==> config.mk <==
export PLATFORM = sky130hd
export DESIGN_NAME = vga_stack_view
export DESIGN_NICKNAME = d
export VERILOG_FILES = /design/src/rtl/vga_stack_view.sv
export SDC_FILE = /design/constraint.sdc
export NUM_CORES = 1
export LEC_CHECK = 0
export BUFFER_PORTS_ARGS = -buffer_cell sky130_fd_sc_hd__buf_2
export CAP_MARGIN = 20
export CORE_AREA = 3 3 252 254
export DETAILED_ROUTE_END_ITERATION = 16
export DIE_AREA = 0 0 255 257
export GPL_ROUTABILITY_DRIVEN = 1
export GPL_TIMING_DRIVEN = 0
export SYNTH_ARGS = -nofsm -noshare
export SYNTH_HDL_FRONTEND = slang
export SYNTH_SLANG_ARGS = --single-unit
==> constraint.sdc <==
create_clock -name clk -period 13.2 [get_ports clk]
set_input_delay 1.32 -clock clk [delete_from_list [all_inputs] [get_ports clk]]
set_output_delay 1.32 -clock clk [all_outputs]
set_load 0.1 [all_outputs]
==> src/rtl/vga_stack_view.sv <==
// vga_stack_view: VGA timing generator and renderer for a calculator stack.
// Each stack entry is drawn as one row of bit cells, with entry 0 (top of stack) in the first row.
// The numbers, depth and hl_en inputs are captured once per frame, so a frame never tears.
// The pipeline has a fixed latency of 2 clk from the counters to every output.
module vga_stack_view #(
  parameter int H_VIS    = 640,
  parameter int H_FP     = 16,
  parameter int H_SW     = 96,
  parameter int H_BP     = 48,
  parameter int V_VIS    = 480,
  parameter int V_FP     = 10,
  parameter int V_SW     = 2,
  parameter int V_BP     = 33,
  parameter bit SYNC_POL = 1'b0,
  parameter int ENTRIES  = 24,
  parameter int ENTRY_W  = 16,
  parameter int CELL_W   = 16,
  parameter int CELL_H   = 20,
  parameter int COLOR_W  = 4
) (
  input  logic                          clk,
  input  logic                          reset,
  input  logic [ENTRIES*ENTRY_W-1:0]    numbers,
  input  logic [$clog2(ENTRIES+1)-1:0]  depth,
  input  logic                          hl_en,
  output logic                          vga_h_sync,
  output logic                          vga_v_sync,
  output logic [COLOR_W-1:0]            vga_R,
  output logic [COLOR_W-1:0]            vga_G,
  output logic [COLOR_W-1:0]            vga_B,
  output logic                          frame_start
);

  localparam int H_TOT = H_VIS + H_FP + H_SW + H_BP;
  localparam int V_TOT = V_VIS + V_FP + V_SW + V_BP;
  localparam int HW    = $clog2(H_TOT);
  localparam int VW    = $clog2(V_TOT);
  localparam int DW    = $clog2(ENTRIES + 1);
  localparam int CXW   = (CELL_W > 1) ? $clog2(CELL_W) : 1;
  localparam int CYW   = (CELL_H > 1) ? $clog2(CELL_H) : 1;
  localparam int RIW   = (ENTRIES > 1) ? $clog2(ENTRIES) : 1;
  localparam int BIW   = (ENTRY_W > 1) ? $clog2(ENTRY_W) : 1;

  localparam logic [HW-1:0]  H_LAST    = HW'(H_TOT - 1);
  localparam logic [VW-1:0]  V_LAST    = VW'(V_TOT - 1);
  localparam logic [HW-1:0]  H_VIS_C   = HW'(H_VIS);
  localparam logic [VW-1:0]  V_VIS_C   = VW'(V_VIS);
  localparam logic [HW-1:0]  H_SS      = HW'(H_VIS + H_FP);
  localparam logic [HW-1:0]  H_SE      = HW'(H_VIS + H_FP + H_SW);
  localparam logic [VW-1:0]  V_SS      = VW'(V_VIS + V_FP);
  localparam logic [VW-1:0]  V_SE      = VW'(V_VIS + V_FP + V_SW);
  localparam logic [CXW-1:0] CW_LAST   = CXW'(CELL_W - 1);
  localparam logic [CYW-1:0] CH_LAST   = CYW'(CELL_H - 1);
  localparam logic [HW-1:0]  COLS_C    = HW'(ENTRY_W);
  localparam logic [VW-1:0]  ROWS_C    = VW'(ENTRIES);
  localparam logic [DW-1:0]  DEPTH_MAX = DW'(ENTRIES);
  localparam logic [BIW-1:0] BIT_TOP   = BIW'(ENTRY_W - 1);

  localparam logic [COLOR_W-1:0] C_FULL = '1;
  localparam logic [COLOR_W-1:0] C_ZERO = '0;
  localparam logic [COLOR_W-1:0] C_1    = COLOR_W'(1);
  localparam logic [COLOR_W-1:0] C_2    = COLOR_W'(2);
  localparam logic [COLOR_W-1:0] C_3    = COLOR_W'(3);
  localparam logic [COLOR_W-1:0] C_4    = COLOR_W'(4);

  // Stage 0 counters and the per-axis cell sub-counters
  logic [HW-1:0]  hcnt;
  logic [VW-1:0]  vcnt;
  logic [CXW-1:0] hsub;
  logic [CYW-1:0] vsub;
  logic [HW-1:0]  hcol;
  logic [VW-1:0]  vrow;

  // Per-frame shadow copies of the inputs
  logic [ENTRY_W-1:0] sh_num [ENTRIES];
  logic [DW-1:0]      sh_depth;
  logic               sh_hl;

  // Stage 0 decode
  logic           h_act, v_act, visible, in_grid, border, cell_bit, snap;
  logic [RIW-1:0] row_i;
  logic [BIW-1:0] bit_i;
  logic [ENTRY_W-1:0] ent;

  // Stage 1 registers
  logic s1_draw, s1_border, s1_empty, s1_bit, s1_hl, s1_hs, s1_vs, s1_fs;

  // Stage 2 next values
  logic [COLOR_W-1:0] r_nxt, g_nxt, b_nxt;

  assign snap = (hcnt == H_LAST) && (vcnt == V_LAST);

  // Pixel/line counters; sub-counters track hcnt%CELL_W and vcnt%CELL_H
  always_ff @(posedge clk) begin
    if (reset) begin
      hcnt <= '0;
      vcnt <= '0;
      hsub <= '0;
      vsub <= '0;
      hcol <= '0;
      vrow <= '0;
    end else if (hcnt == H_LAST) begin
      hcnt <= '0;
      hsub <= '0;
      hcol <= '0;
      if (vcnt == V_LAST) begin
        vcnt <= '0;
        vsub <= '0;
        vrow <= '0;
      end else begin
        vcnt <= vcnt + 1'b1;
        if (vsub == CH_LAST) begin
          vsub <= '0;
          vrow <= vrow + 1'b1;
        end else begin
          vsub <= vsub + 1'b1;
        end
      end
    end else begin
      hcnt <= hcnt + 1'b1;
      if (hsub == CW_LAST) begin
        hsub <= '0;
        hcol <= hcol + 1'b1;
      end else begin
        hsub <= hsub + 1'b1;
      end
    end
  end

  // Capture the inputs on the last pixel of the frame, clamping depth to ENTRIES
  always_ff @(posedge clk) begin
    if (reset) begin
      for (int unsigned e = 0; e < ENTRIES; e++) sh_num[e] <= '0;
      sh_depth <= '0;
      sh_hl    <= 1'b0;
    end else if (snap) begin
      for (int unsigned e = 0; e < ENTRIES; e++) sh_num[e] <= numbers[e*ENTRY_W +: ENTRY_W];
      sh_depth <= (depth > DEPTH_MAX) ? DEPTH_MAX : depth;
      sh_hl    <= hl_en;
    end
  end

  // Stage 0 decode: sync windows, visibility, cell position and selected bit
  always_comb begin
    h_act    = (hcnt >= H_SS) && (hcnt < H_SE);
    v_act    = (vcnt >= V_SS) && (vcnt < V_SE);
    visible  = (hcnt < H_VIS_C) && (vcnt < V_VIS_C);
    in_grid  = (hcol < COLS_C) && (vrow < ROWS_C);
    border   = (hsub == '0) || (vsub == '0);
    row_i    = vrow[RIW-1:0];
    bit_i    = BIT_TOP - hcol[BIW-1:0];
    ent      = '0;
    cell_bit = 1'b0;
    if (in_grid) begin
      ent      = sh_num[row_i];
      cell_bit = ent[bit_i];
    end
  end

  // Stage 1 register: cell classification plus sync/frame markers
  always_ff @(posedge clk) begin
    if (reset) begin
      s1_draw   <= 1'b0;
      s1_border <= 1'b0;
      s1_empty  <= 1'b0;
      s1_bit    <= 1'b0;
      s1_hl     <= 1'b0;
      s1_hs     <= 1'b0;
      s1_vs     <= 1'b0;
      s1_fs     <= 1'b0;
    end else begin
      s1_draw   <= visible && in_grid;
      s1_border <= border;
      s1_empty  <= vrow >= VW'(sh_depth);
      s1_bit    <= cell_bit;
      s1_hl     <= sh_hl && (vrow == '0);
      s1_hs     <= h_act;
      s1_vs     <= v_act;
      s1_fs     <= (hcnt == '0) && (vcnt == '0);
    end
  end

  // Colour rule, evaluated in priority order
  always_comb begin
    r_nxt = C_ZERO;
    g_nxt = C_ZERO;
    b_nxt = C_ZERO;
    if (s1_draw) begin
      if (s1_border) begin
        r_nxt = C_3; g_nxt = C_3; b_nxt = C_3;
      end else if (s1_empty) begin
        r_nxt = C_1; g_nxt = C_1; b_nxt = C_1;
      end else if (s1_hl) begin
        r_nxt = s1_bit ? C_FULL : C_4;
        g_nxt = s1_bit ? C_FULL : C_4;
      end else begin
        g_nxt = s1_bit ? C_FULL : C_2;
      end
    end
  end

  // Stage 2 output register
  always_ff @(posedge clk) begin
    if (reset) begin
      vga_R       <= '0;
      vga_G       <= '0;
      vga_B       <= '0;
      vga_h_sync  <= ~SYNC_POL;
      vga_v_sync  <= ~SYNC_POL;
      frame_start <= 1'b0;
    end else begin
      vga_R       <= r_nxt;
      vga_G       <= g_nxt;
      vga_B       <= b_nxt;
      vga_h_sync  <= s1_hs ? SYNC_POL : ~SYNC_POL;
      vga_v_sync  <= s1_vs ? SYNC_POL : ~SYNC_POL;
      frame_start <= s1_fs;
    end
  end

endmodule
# Word level (Yosys, flattened, before mapping)
# Memories as Yosys holds them, arrays and structs flattened. A register that Yosys moved wholly into a read port is not among the register bits.
# Index checks and enable logic that the tools add are counted.
[classes]
order_cmp = 11
n_bitwise = 27
eq_ne = 4
n_reduce_logical = 23
addsub = 7
mux = 51
[op_table]
columns = ["op", "count"]
rows = [
  ["16-bit two-way mux", 24],
  ["10-bit by 1-bit adder with 10-bit output (second input constant)", 4],
  ["10-bit logical NOT", 3],
  ["10-bit two-way mux", 3],
  ["5-bit two-way mux", 5],
  ["1-bit OR", 24],
  ["10-bit == test (second input constant)", 2],
  ["10-bit less-than comparator (second input constant)", 2],
  ["10-bit by 5-bit less-than comparator with 1-bit output (second input constant)", 2],
  ["10-bit by 9-bit less-than comparator with 1-bit output (second input constant)", 2],
  ["2-bit two-way mux", 6],
  ["4-bit two-way mux", 3],
  ["10-bit greater-or-equal comparator (second input constant)", 1],
  ["10-bit by 5-bit greater-or-equal comparator with 1-bit output", 1],
  ["10-bit by 9-bit greater-or-equal comparator with 1-bit output (second input constant)", 1],
  ["1-bit two-way mux", 9],
  ["1-bit logical AND", 8],
  ["2-bit OR reduction", 3],
  ["3-bit OR reduction", 2],
  ["5-bit by 1-bit adder with 5-bit output (second input constant)", 1],
  ["5-bit == test (second input constant)", 1],
  ["5-bit > comparator (second input constant)", 1],
  ["5-bit logical NOT", 1],
  ["4-bit by 5-bit less-than comparator with 1-bit output (second input constant)", 1],
  ["other kinds (11)", 13],
]
[word_totals]
out_inout_bits = 15
regBits = 78
ramBits = 384
inputBits = 392
n_memories = 1
wordCells = 149
[memory_table]
columns = ["memory", "words", "width", "rd", "rd_ports_with_merged_regs", "wr", "line_no", "text"]
rows = [
  ["sh_num", 24, 16, 1, 1, 24, "75", "logic [ENTRY_W-1:0] sh_num [ENTRIES];"],
]

# Longest topological paths before layout
# Gate-level depths: netlist of the first run.
[logic_depth]
word_depth = 6
mapped_depth = 12
depth_no_buf = 9

# Least setup slack after synthesis of the first run
# OpenSTA, ideal clock, no wires.
[synth_path]
kind = "input to register"
startpoint = "input port reset"
endpoint = "register with a tool-made name"
setup_slack_ns = -0.062
arrival_ns = 12.633
path_stages = 5
required_time_ns = 12.570
path_cell_list = "clkbuf_1 nor2_1 inv_1 clkbuf_1 nor2_1"
[synth_rtl]
columns = ["element", "line_no", "text"]
rows = [
  ["start: declaration", "22", "input logic reset,"],
]

==> reports/metrics.csv, run 1 <==
metric,value,unit
row cnt,91,
CTS max path bufs,3,
CP required,13650,ps
"Seq/Total Area, Yosys",63.1,%
Die H,257,um
final setup fails,0,
GRT overflow,0,
Worst setup EP type,flip-flop,
RSZ-0062 raised after global routing,false,
Async SR Flop Fraction,0,%
drt drc,0,
number of CTS-inserted buffers,51,
share of layout cells above drive strength 1,31.3,%
Final period util,29.5,%
worst-margin pin slew,1030,ps
Slew HR,31.6,%
DRT antenna net count,0,
critical-path maximum fanout,10,
crit path cell chain,buf_2 -> clkinv_1 -> clkbuf_1 -> nor3_1 -> a2111oi_0 -> a311oi_1 -> a2111o_1 -> a21oi_1,
Buffers on Ports,403,
wire per inst,24.8,um
first-pass GRT wire length,95600,um
"Reg clk slew, reported paths",70,ps
most instantiated library cell after synthesis,edfxtp_1,
PostCTS Resize Cnt,0,
crit path buf inv count,3,
hold path startpoint,s1_hs$_SDFF_PP0_,
Hold Buf Count CTS,0,
Min-Delay Path Class,flip-flop to flip-flop,
Max Freq,257,MHz
power per cell area,127,nW/um2
worst-skew pair later-pin latency,610,ps
Mapped Area,20800,um2
clock skew,33.1,ps
DR vias,13859,
Setup CP Type,flip-flop to flip-flop,
clock period minus worst slack,3890,ps
commonest cells in the netlist,"384 x edfxtp_1, 292 x and2_1, 109 x nor2b_1",
final wirelength,68000,um
io pins,407,
status,"finished, final reports clean",
cell taking the most area after synthesis,edfxtp_1,
number of max-cap violations,0,
slowest CP cell,clkbuf_1,
Post-synth top flop,edfxtp_1,
Clock Sinks,465,
root buffer cell,clkbuf_16,
Gate Count Post-Synth,1447,
"top cells by area, synth","edfxtp_1 55%, and2_1 8.8%, mux4_2 8.4%",
LEAKAGE,9.51,nW
largest net degree at the start of global routing,124,
CTS tree,done,
GP Congestion,0.903,
Yosys reg bits,465,
Nets,2316,
HPWL Detailed,51100,um
gr usage total,20.4,%
Chip Width,255,um
Synth Area per Inst,14.4,um2
post-synth cell types,62,
"Slew Viols, Final",0,
# H-tree levels,2,
Setup TNS,0,ps
"slowest stage delay, CP",810,ps
startpoint types,flip-flop,
WP data arrival,4340,ps
Pre-Repair DR Iteration Count,6,
final hold viol count,0,
core area,61500,um2
Post-CTS Setup Bufs,0,
Area Overhead vs Synth,22.6,%
hold slack,396,ps
DRT iter0 DRCs,1245,
initial core utilization,33.9,%
Peak VDD IR,0.0000927,V
vias in the first global route,14540,
Post-synth EDFFs,384,
vias per cell,5.05,
Ys Warns,0,
Yosys top cell area share,55.4,%
Die ar.,65500,um2
Top delay family on crit path,compound AO/OA/AOI/OAI gates,
antenna violations before repair,6,
[through the flow]
| stage | instances | utilization [%] | power, mW | instance area, um2 | setup WS (ps) |
|---|---|---|---|---|---|
| 2_1_floorplan | 1448 | - | 1.79 | 20800 | 5920 |
| 3_3_place_gp | 2641 | 38.8 | 1.90 | 23800 | 3370 |
| 3_5_place_dp | 2644 | 38.9 | 1.89 | 23900 | 9400 |
| 4_1_cts | 2739 | 41.5 | 3.27 | 25500 | 9380 |
| 5_1_grt | 2743 | 41.5 | 3.34 | 25500 | 9230 |
| 6_report | 2743 | 41.5 | 3.24 | 25500 | 9310 |
[final timing paths]
| path | end | slack, ps | cells after the start |
|---|---|---|---|
| worst max-delay path | s1_bit$_SDFF_PP0_ | 9310 | 8 |
| worst min-delay path | vga_h_sync$_SDFF_PP1_ | 400 | 1 |
| worst min register to register | vga_h_sync$_SDFF_PP1_ | 400 | 1 |
| worst max register to register | s1_bit$_SDFF_PP0_ | 9310 | 8 |
[worst reg2reg max path: stages, from the launching register on]
cell,delay [ps]
dfxtp_1,290
buf_2,250
clkinv_1,380
clkbuf_1,810
nor3_1,270
a2111oi_0,800
a311oi_1,150
a2111o_1,430
a21oi_1,370
[flip-flops by register name, summed over array words and instances (netlist names), 4 cells and up, named ones only]
register,cells
hcnt,10
hcol,10
hsub,4
sh_depth,5
sh_num,384
vcnt,10
vga_G,4
vga_R,4
vrow,10
vsub,5
[final cells by class]
| class | count | area [um2] |
|---|---|---|
| plain buffers | 92 | 538 |
| fillers | 5826 | 35900 |
| diodes | 4 | 10.0 |
| well taps | 790 | 988 |
| repair buffers | 406 | 2100 |
| clock buffers | 61 | 1310 |
| clock inverters | 34 | 288 |
| multi-input cells | 868 | 7070 |
| flip-flops and latches | 465 | 13200 |
| inverters | 23 | 86.3 |
[placed cells by master (no fill, tap or decap), types with 6 or more instances in the layout]
cell,synthesis,layout
nand2b_1,12,12
a22oi_1,15,15
mux4_2,78,78
xor2_1,22,22
dfxtp_1,81,81
buf_4,10,10
clkbuf_1,54,63
inv_1,21,21
mux4_1,15,15
clkinv_2,0,8
clkbuf_16,0,51
buf_2,15,418
and2_1,292,292
nor4_1,7,7
and3_1,13,13
buf_6,6,6
ha_1,17,17
nand3_1,21,21
a21oi_1,19,19
nand4_1,12,12
edfxtp_1,384,384
clkinv_1,2,16
mux2_2,10,10
nor2_1,73,73
mux2i_1,14,14
o21ai_0,15,15
nor3_1,18,18
nand2_1,35,35
xnor2_1,15,15
nor2b_1,109,109
[kinds of logic after synthesis]
group	after synthesis	share of synthesized area, %
adder cells (fa/ha/maj)	17	1.02
XOR/XNOR	37	1.56
AND/OR/NAND/NOR	607	16.8
flip-flops	465	63.1
other	1	0.0180
buffers and inverters	115	2.95
multiplexers	117	11.5
AO/OA/AOI/OAI	88	2.95
[layer usage]
| layer | vias up | routed length (um) | part of all wire [%] | global-route usage, % |
|---|---|---|---|---|
| li1 | 6207 | - | - | - |
| met1 | 6994 | 28600 | 42 | 27.3 |
| met2 | 553 | 33900 | 50 | 34.5 |
| met3 | 105 | 4040 | 5.9 | 3.35 |
| met4 | 0 | 1570 | 2.3 | 5.07 |
| met5 | - | 0 | 0 | 0 |
[power by group]
part | leakage [nW] | internal (mW) | total, mW | switching (mW)
logic | 4.42 | 0.0822 | 0.179 | 0.0967
clock network | 0.779 | 0.775 | 1.38 | 0.608
registers | 4.31 | 1.66 | 1.68 | 0.0205
total | 9.51 | 2.52 | 3.24 | 0.725
Note: power is estimated with default switching activity, not from simulation.
==> inputs of run 2 (changes only) <==
- clock period: 13.2 -> 3.5 ns (I/O delays scaled with it)
==> run 2 against run 1 <==
  * Combinational power grew to 4.0 times the previous value
  * Core utilization is 0.80 points higher
  * Flip-flop and latch count stayed put
  * Clock power grew to 3.9 times the previous value
  * Critical endpoint unchanged
  * Register-to-register slack worse by 9200 ps
  * Design area is 1.9% higher
==> reports/metrics.csv, run 2 (same netlist as run 1, synthesis figures left out) <==
metric,value,unit,change
critical-path maximum fanout,10,,unchanged
hold path startpoint,numbers[255],,was s1_hs$_SDFF_PP0_
Sw Ratio,22.4,%,about the same
"commonest cells after routing, fill and taps aside","413 x buf_2, 384 x edfxtp_1, 292 x and2_1",,"was 418 x buf_2, 384 x edfxtp_1, 292 x and2_1"
row cnt,91,,unchanged
drt drc,0,,unchanged
hold path depth,2,,was 1
HPWL Detailed,50800,um,was 51100 um
largest net degree at the start of global routing,115,,was 124
Pre-Repair DR Iteration Count,5,,was 6
Worst setup EP type,flip-flop,,unchanged
Setup TNS,0,ps,unchanged
number of max-cap violations,0,,unchanged
Largest register FFs,384,,unchanged
Nets,2354,,was 2316
DRT iter0 DRCs,1302,,was 1245
vias in the first global route,14552,,was 14540
DR vias,13969,,was 13859
Setup CP Type,flip-flop to flip-flop,,unchanged
Reg2Reg Capture Point,s1_bit$_SDFF_PP0_,,unchanged
worst-skew pair later-pin latency,600,ps,was 610 ps
Register-to-Register Path Depth,9,,was 8
share of layout cells above drive strength 1,31.5,%,was 31.3%
startpoint types,flip-flop,,unchanged
CTS max path bufs,3,,unchanged
status,"finished, final reports clean",,unchanged
final hold viol count,0,,unchanged
Post-CTS Setup Bufs,0,,unchanged
FF-to-FF setup slack,120,ps,was 9310 ps
post-route cell area,26000,um2,was 25500 um2
"Slew Viols, Final",0,,unchanged
"Reg clk slew, reported paths",60,ps,was 70 ps
Die ar.,65500,um2,unchanged
clock period minus worst slack,3380,ps,was 3890 ps
io pins,407,,unchanged
power per cell area,477,nW/um2,was 127 nW/um2
# H-tree levels,2,,unchanged
Comb pwr share,5.8,%,was 5.5%
clock skew,16.6,ps,was 33.1 ps
core area,61500,um2,unchanged
Cell Int Power,9.63,mW,was 2.52 mW
antenna violations before repair,6,,unchanged
clock network fraction of design power,43.2,%,was 42.7%
Peak VDD IR,0.000319,V,was 0.0000927 V
Clock Sinks,465,,unchanged
"commonest non-fill, non-tap cell in the layout",buf_2,,unchanged
initial core utilization,33.9,%,unchanged
Die H,257,um,unchanged
RSZ-0062 raised after global routing,false,,unchanged
CTS tree,done,,unchanged
LEAKAGE,9.75,nW,was 9.51 nW
Final period util,96.5,%,was 29.5%
Min-Delay Path Class,primary input to flip-flop,,was flip-flop to flip-flop
Slew HR,33.3,%,was 31.6%
final wirelength,68500,um,was 68000 um
worst-margin pin slew,1000,ps,was 1030 ps
Area Overhead vs Synth,25.0,%,was 22.6%
Top reg by flops,sh_num,,unchanged
placed cell areas,23900,um2,about the same
gr usage total,20.6,%,was 20.4%
first-pass GRT wire length,96800,um,was 95600 um
wire per inst,24.6,um,was 24.8 um
WP data arrival,3850,ps,was 4340 ps
Buffers on Ports,403,,unchanged
part of the power in registers,51.0,%,was 51.8%
vias per cell,5.02,,was 5.05
Hold Path End,sh_num[15][15]$_SDFFCE_PN0P_,,was vga_h_sync$_SDFF_PP1_
number of CTS-inserted buffers,52,,was 51
switching component of the power,2.78,mW,was 0.725 mW
GRT overflow,0,,unchanged
GP Congestion,0.888,,was 0.903
DRT antenna net count,0,,unchanged
Max Freq,296,MHz,was 257 MHz
final setup fails,0,,unchanged
CP required,3970,ps,was 13650 ps
root buffer cell,clkbuf_16,,unchanged
Chip Width,255,um,unchanged
run 2: cell count changes in the layout (fill, tap and decap cells not counted), moves of 4 or more:
cell,previous run,this run
dlygate4sd3_1,0,37
buf_4,10,15
inv_6,1,5
buf_2,418,413
clkbuf_1,63,53
clkbuf_16,51,55
clkbuf_2,0,7
run 2: critical path, cell delays in order (launching register included):
cell      delay (ps)
dfxtp_1          300
buf_2            360
clkinv_1         610
clkbuf_2         540
mux4_2           380
nor2_1            50
a21oi_1          140
o211ai_1         100
a2111o_1         450
a21oi_1          330
run 2: power by group through the flow:
stage          Sequential (mW)  Combinational [mW]  Clock [mW]
6_report                  6.33               0.721        5.36
3_3_place_gp              6.45               0.673           0
5_1_grt                   6.36               0.771        5.67
3_5_place_dp              6.45               0.685           0
2_1_floorplan             6.45               0.271           0
4_1_cts                   6.34               0.729        5.48
run 2: worst max path at each step:
stage | end | cells after the start | slack [ps] | from
2_1_floorplan | sh_num[0][0]$_SDFFCE_PN0P_ | 6 | 570 | vcnt[5]$_SDFFE_PP0N_
3_3_place_gp | s1_bit$_SDFF_PP0_ | 9 | -460 | flip-flop
3_5_place_dp | sh_num[14][15]$_SDFFCE_PN0P_ | 8 | -410 | vcnt[5]$_SDFFE_PP0N_
4_1_cts | sh_num[16][11]$_SDFFCE_PN0P_ | 7 | 40 | vcnt[5]$_SDFFE_PP0N_
5_1_grt | s1_bit$_SDFF_PP0_ | 9 | 40 | flip-flop
6_report | s1_bit$_SDFF_PP0_ | 9 | 120 | flip-flop
run 2: what timing repair did:
item	CTS	global route
gates cloned	2	0
hold endpoints to repair	37	0
hold buffers	37	0
resized for setup	9	15
endpoints found under the setup margin	138	43
run 2: stage by stage:
step	utilization, %	cells	worst slack (ps)	hold WS [ps]	power [mW]
after floorplan	-	1448	574	356	6.72
after global placement	38.8	2641	-461	377	7.12
after detailed placement	38.9	2643	-415	378	7.14
after CTS	42.3	2778	36.2	0.737	12.5
after global routing	42.3	2782	36.8	10.6	12.8
final	42.3	2782	123	34.5	12.4
run 2: final cells by class:
cell class / count / area, um2
Tap cell: 790 / 988
Buffer: 92 / 571
Clock inverter: 34 / 270
Multi-Input combinational cell: 868 / 7070
Antenna cell: 4 / 10.0
Timing Repair Buffer: 443 / 2480
Clock buffer: 63 / 1410
Inverter: 23 / 86.3
Fill cell: 5766 / 35400
Sequential cell: 465 / 13200
run 2: per-layer routing:
metal | wire, um | vias up | GRT usage (%)
met5 | 0 | - | 0
met4 | 1760 | 0 | 5.83
met3 | 4550 | 97 | 3.15
met2 | 33100 | 553 | 33.8
met1 | 29000 | 7038 | 28.4
li1 | - | 6281 | -
==> inputs of run 3 (changes only) <==
- GPL_TIMING_DRIVEN: 0 -> unset
==> run 3 against run 2 <==
  * Wire length decreased by 16%
  * Register-to-register slack improved by 160 ps
  * Clock power is essentially flat
  * Non-clock buffer count decreased by 79
  * Critical endpoint unchanged
==> reports/metrics.csv, run 3 (same netlist as run 1, synthesis figures left out) <==
metric,value,unit,change
antenna violations before repair,1,,was 6
number of CTS-inserted buffers,49,,was 52
Largest register FFs,384,,unchanged
root buffer cell,clkbuf_16,,unchanged
worst-skew pair later-pin latency,580,ps,was 600 ps
status,"finished, final reports clean",,unchanged
wire per inst,21.3,um,was 24.6 um
final cell count without fillers,2694,,was 2782
final hold viol count,0,,unchanged
Slew HR,31.6,%,was 33.3%
"Slew Viols, Final",0,,unchanged
# H-tree levels,2,,unchanged
clock skew,14.8,ps,was 16.6 ps
share of layout cells above drive strength 1,33.1,%,was 31.5%
Nets,2272,,was 2354
Worst setup EP type,flip-flop,,unchanged
DRT antenna net count,0,,unchanged
CTS max path bufs,3,,unchanged
top layer in use,met4,,unchanged
met2 WL,28100,um,was 33100 um
Post-CTS Setup Bufs,0,,unchanged
FILL cells,5710,,was 5766
critical-path maximum fanout,37,,was 10
WL met3,3190,um,was 4550 um
largest net degree at the start of global routing,120,,was 115
WP data arrival,3710,ps,was 3850 ps
LEAKAGE,9.55,nW,was 9.75 nW
startpoint types,flip-flop,,unchanged
HPWL Detailed,43100,um,was 50800 um
Pre-Repair DR Iteration Count,5,,unchanged
initial core utilization,33.9,%,unchanged
gr usage total,17.1,%,was 20.6%
Cell Int Power,9.76,mW,was 9.63 mW
Chip Width,255,um,unchanged
post-placement cell count,2596,,was 2643
CP required,3990,ps,was 3970 ps
final wirelength,57400,um,was 68500 um
Die H,257,um,unchanged
Clock Sinks,465,,unchanged
Die ar.,65500,um2,unchanged
Comb pwr share,5.5,%,was 5.8%
Min-Delay Path Class,primary input to flip-flop,,unchanged
switching component of the power,2.60,mW,was 2.78 mW
drt drc,0,,unchanged
DR vias,12992,,was 13969
total area of sequential cells,13200,um2,about the same
part of the power in registers,51.4,%,was 51.0%
Final period util,91.8,%,was 96.5%
Met1 Routed Length,24600,um,was 29000 um
power per cell area,484,nW/um2,was 477 nW/um2
final setup fails,0,,unchanged
Setup CP Type,flip-flop to flip-flop,,unchanged
Inserted Diodes,0,,was 4
worst-margin pin slew,1000,ps,about the same
hold path depth,2,,unchanged
"commonest cells after routing, fill and taps aside","403 x buf_2, 384 x edfxtp_1, 292 x and2_1",,"was 413 x buf_2, 384 x edfxtp_1, 292 x and2_1"
Buffers on Ports,404,,was 403
GRT overflow,0,,unchanged
area occupied by multi-input gates,7080,um2,was 7070 um2
Sw Ratio,21.0,%,was 22.4%
vias per cell,4.82,,was 5.02
clock network fraction of design power,43.2,%,about the same
io pins,407,,unchanged
row cnt,91,,unchanged
number of max-cap violations,0,,unchanged
clock period minus worst slack,3210,ps,was 3380 ps
Register-to-Register Path Depth,8,,was 9
Max Freq,311,MHz,was 296 MHz
"commonest non-fill, non-tap cell in the layout",buf_2,,unchanged
RSZ-0062 raised after global routing,false,,unchanged
Top reg by flops,sh_num,,unchanged
GP Congestion,0.859,,was 0.888
Tot Pwr,12.4,mW,about the same
core area,61500,um2,unchanged
vias in the first global route,13631,,was 14552
CTS tree,done,,unchanged
hold slack,50.6,ps,was 34.5 ps
DRT iter0 DRCs,901,,was 1302
Setup TNS,0,ps,unchanged
first-pass GRT wire length,83400,um,was 96800 um
Area Overhead vs Synth,22.8,%,was 25.0%
PostCTS Resize Cnt,0,,was 9
"Reg clk slew, reported paths",60,ps,about the same
Peak VDD IR,0.000280,V,was 0.000319 V
Util after Layout,41.6,%,was 42.3%
run 3: cell types whose count changed in the layout (fill, tap and decap cells not counted), sizes merged:
| cell | delta |
|---|---|
| clkbuf | -60 |
| bufbuf | -2 |
| diode | -4 |
| inv | -3 |
| bufinv | +5 |
| clkinv | -1 |
| dlygate4sd3 | -31 |
| buf | +8 |
run 3: through the flow:
| step | setup slack [ps] | cell area (um2) |
|---|---|---|
| global placement | 214 | 23900 |
| floorplan | 574 | 20900 |
| detailed placement | 244 | 23900 |
| CTS | 208 | 25600 |
| global route | 147 | 25600 |
| finish | 286 | 25600 |
run 3: area by class of cell:
cell class | instances | area share (%)
sequential | 465 | 51.5
clock inverter | 35 | 1.40
timing repair buffer | 456 | 10.2
clock buffer | 57 | 5.08
inverter | 23 | 0.367
tap | 790 | 3.86
multi-input combinational | 868 | 27.7
run 3: power groups by stage:
stage / Combinational, mW / Sequential, mW / Clock [mW]
floorplan: 0.271 / 6.45 / 0
global placement: 0.675 / 6.47 / 0
detailed placement: 0.681 / 6.47 / 0
CTS: 0.689 / 6.35 / 5.48
global route: 0.732 / 6.37 / 5.68
finish: 0.678 / 6.35 / 5.34
run 3: routing by layer:
layer  vias up  GRT usage, %
li1       6104             -
met1      6360          22.9
met5         -             0
met4         0          4.83
met2       441          28.5
met3        87          3.32
run 3: worst max-delay path: stages (launching register included):
cell and delay [ps]:
dfxtp_4 760, buf_4 340, mux4_2 250, nor2b_1 130, a211oi_1 50, a2111oi_0 900
a311oi_1 90, a2111o_1 430, a21oi_1 140
run 3: path summary, 6_finish.rpt:
path                     from                     endpoint  slack [ps]
max reg2reg         flip-flop            s1_bit$_SDFF_PP0_         290
max                 flip-flop            s1_bit$_SDFF_PP0_         290
min               numbers[28]  sh_num[1][12]$_SDFFCE_PN0P_          50
min reg2reg  s1_vs$_SDFF_PP0_        vga_v_sync$_SDFF_PP1_         380
run 3: timing repair:
item | in CTS | in global routing
endpoints found under the hold margin | 6 | 0
hold buffers | 6 | 0
setup endpoints to repair | 0 | 0
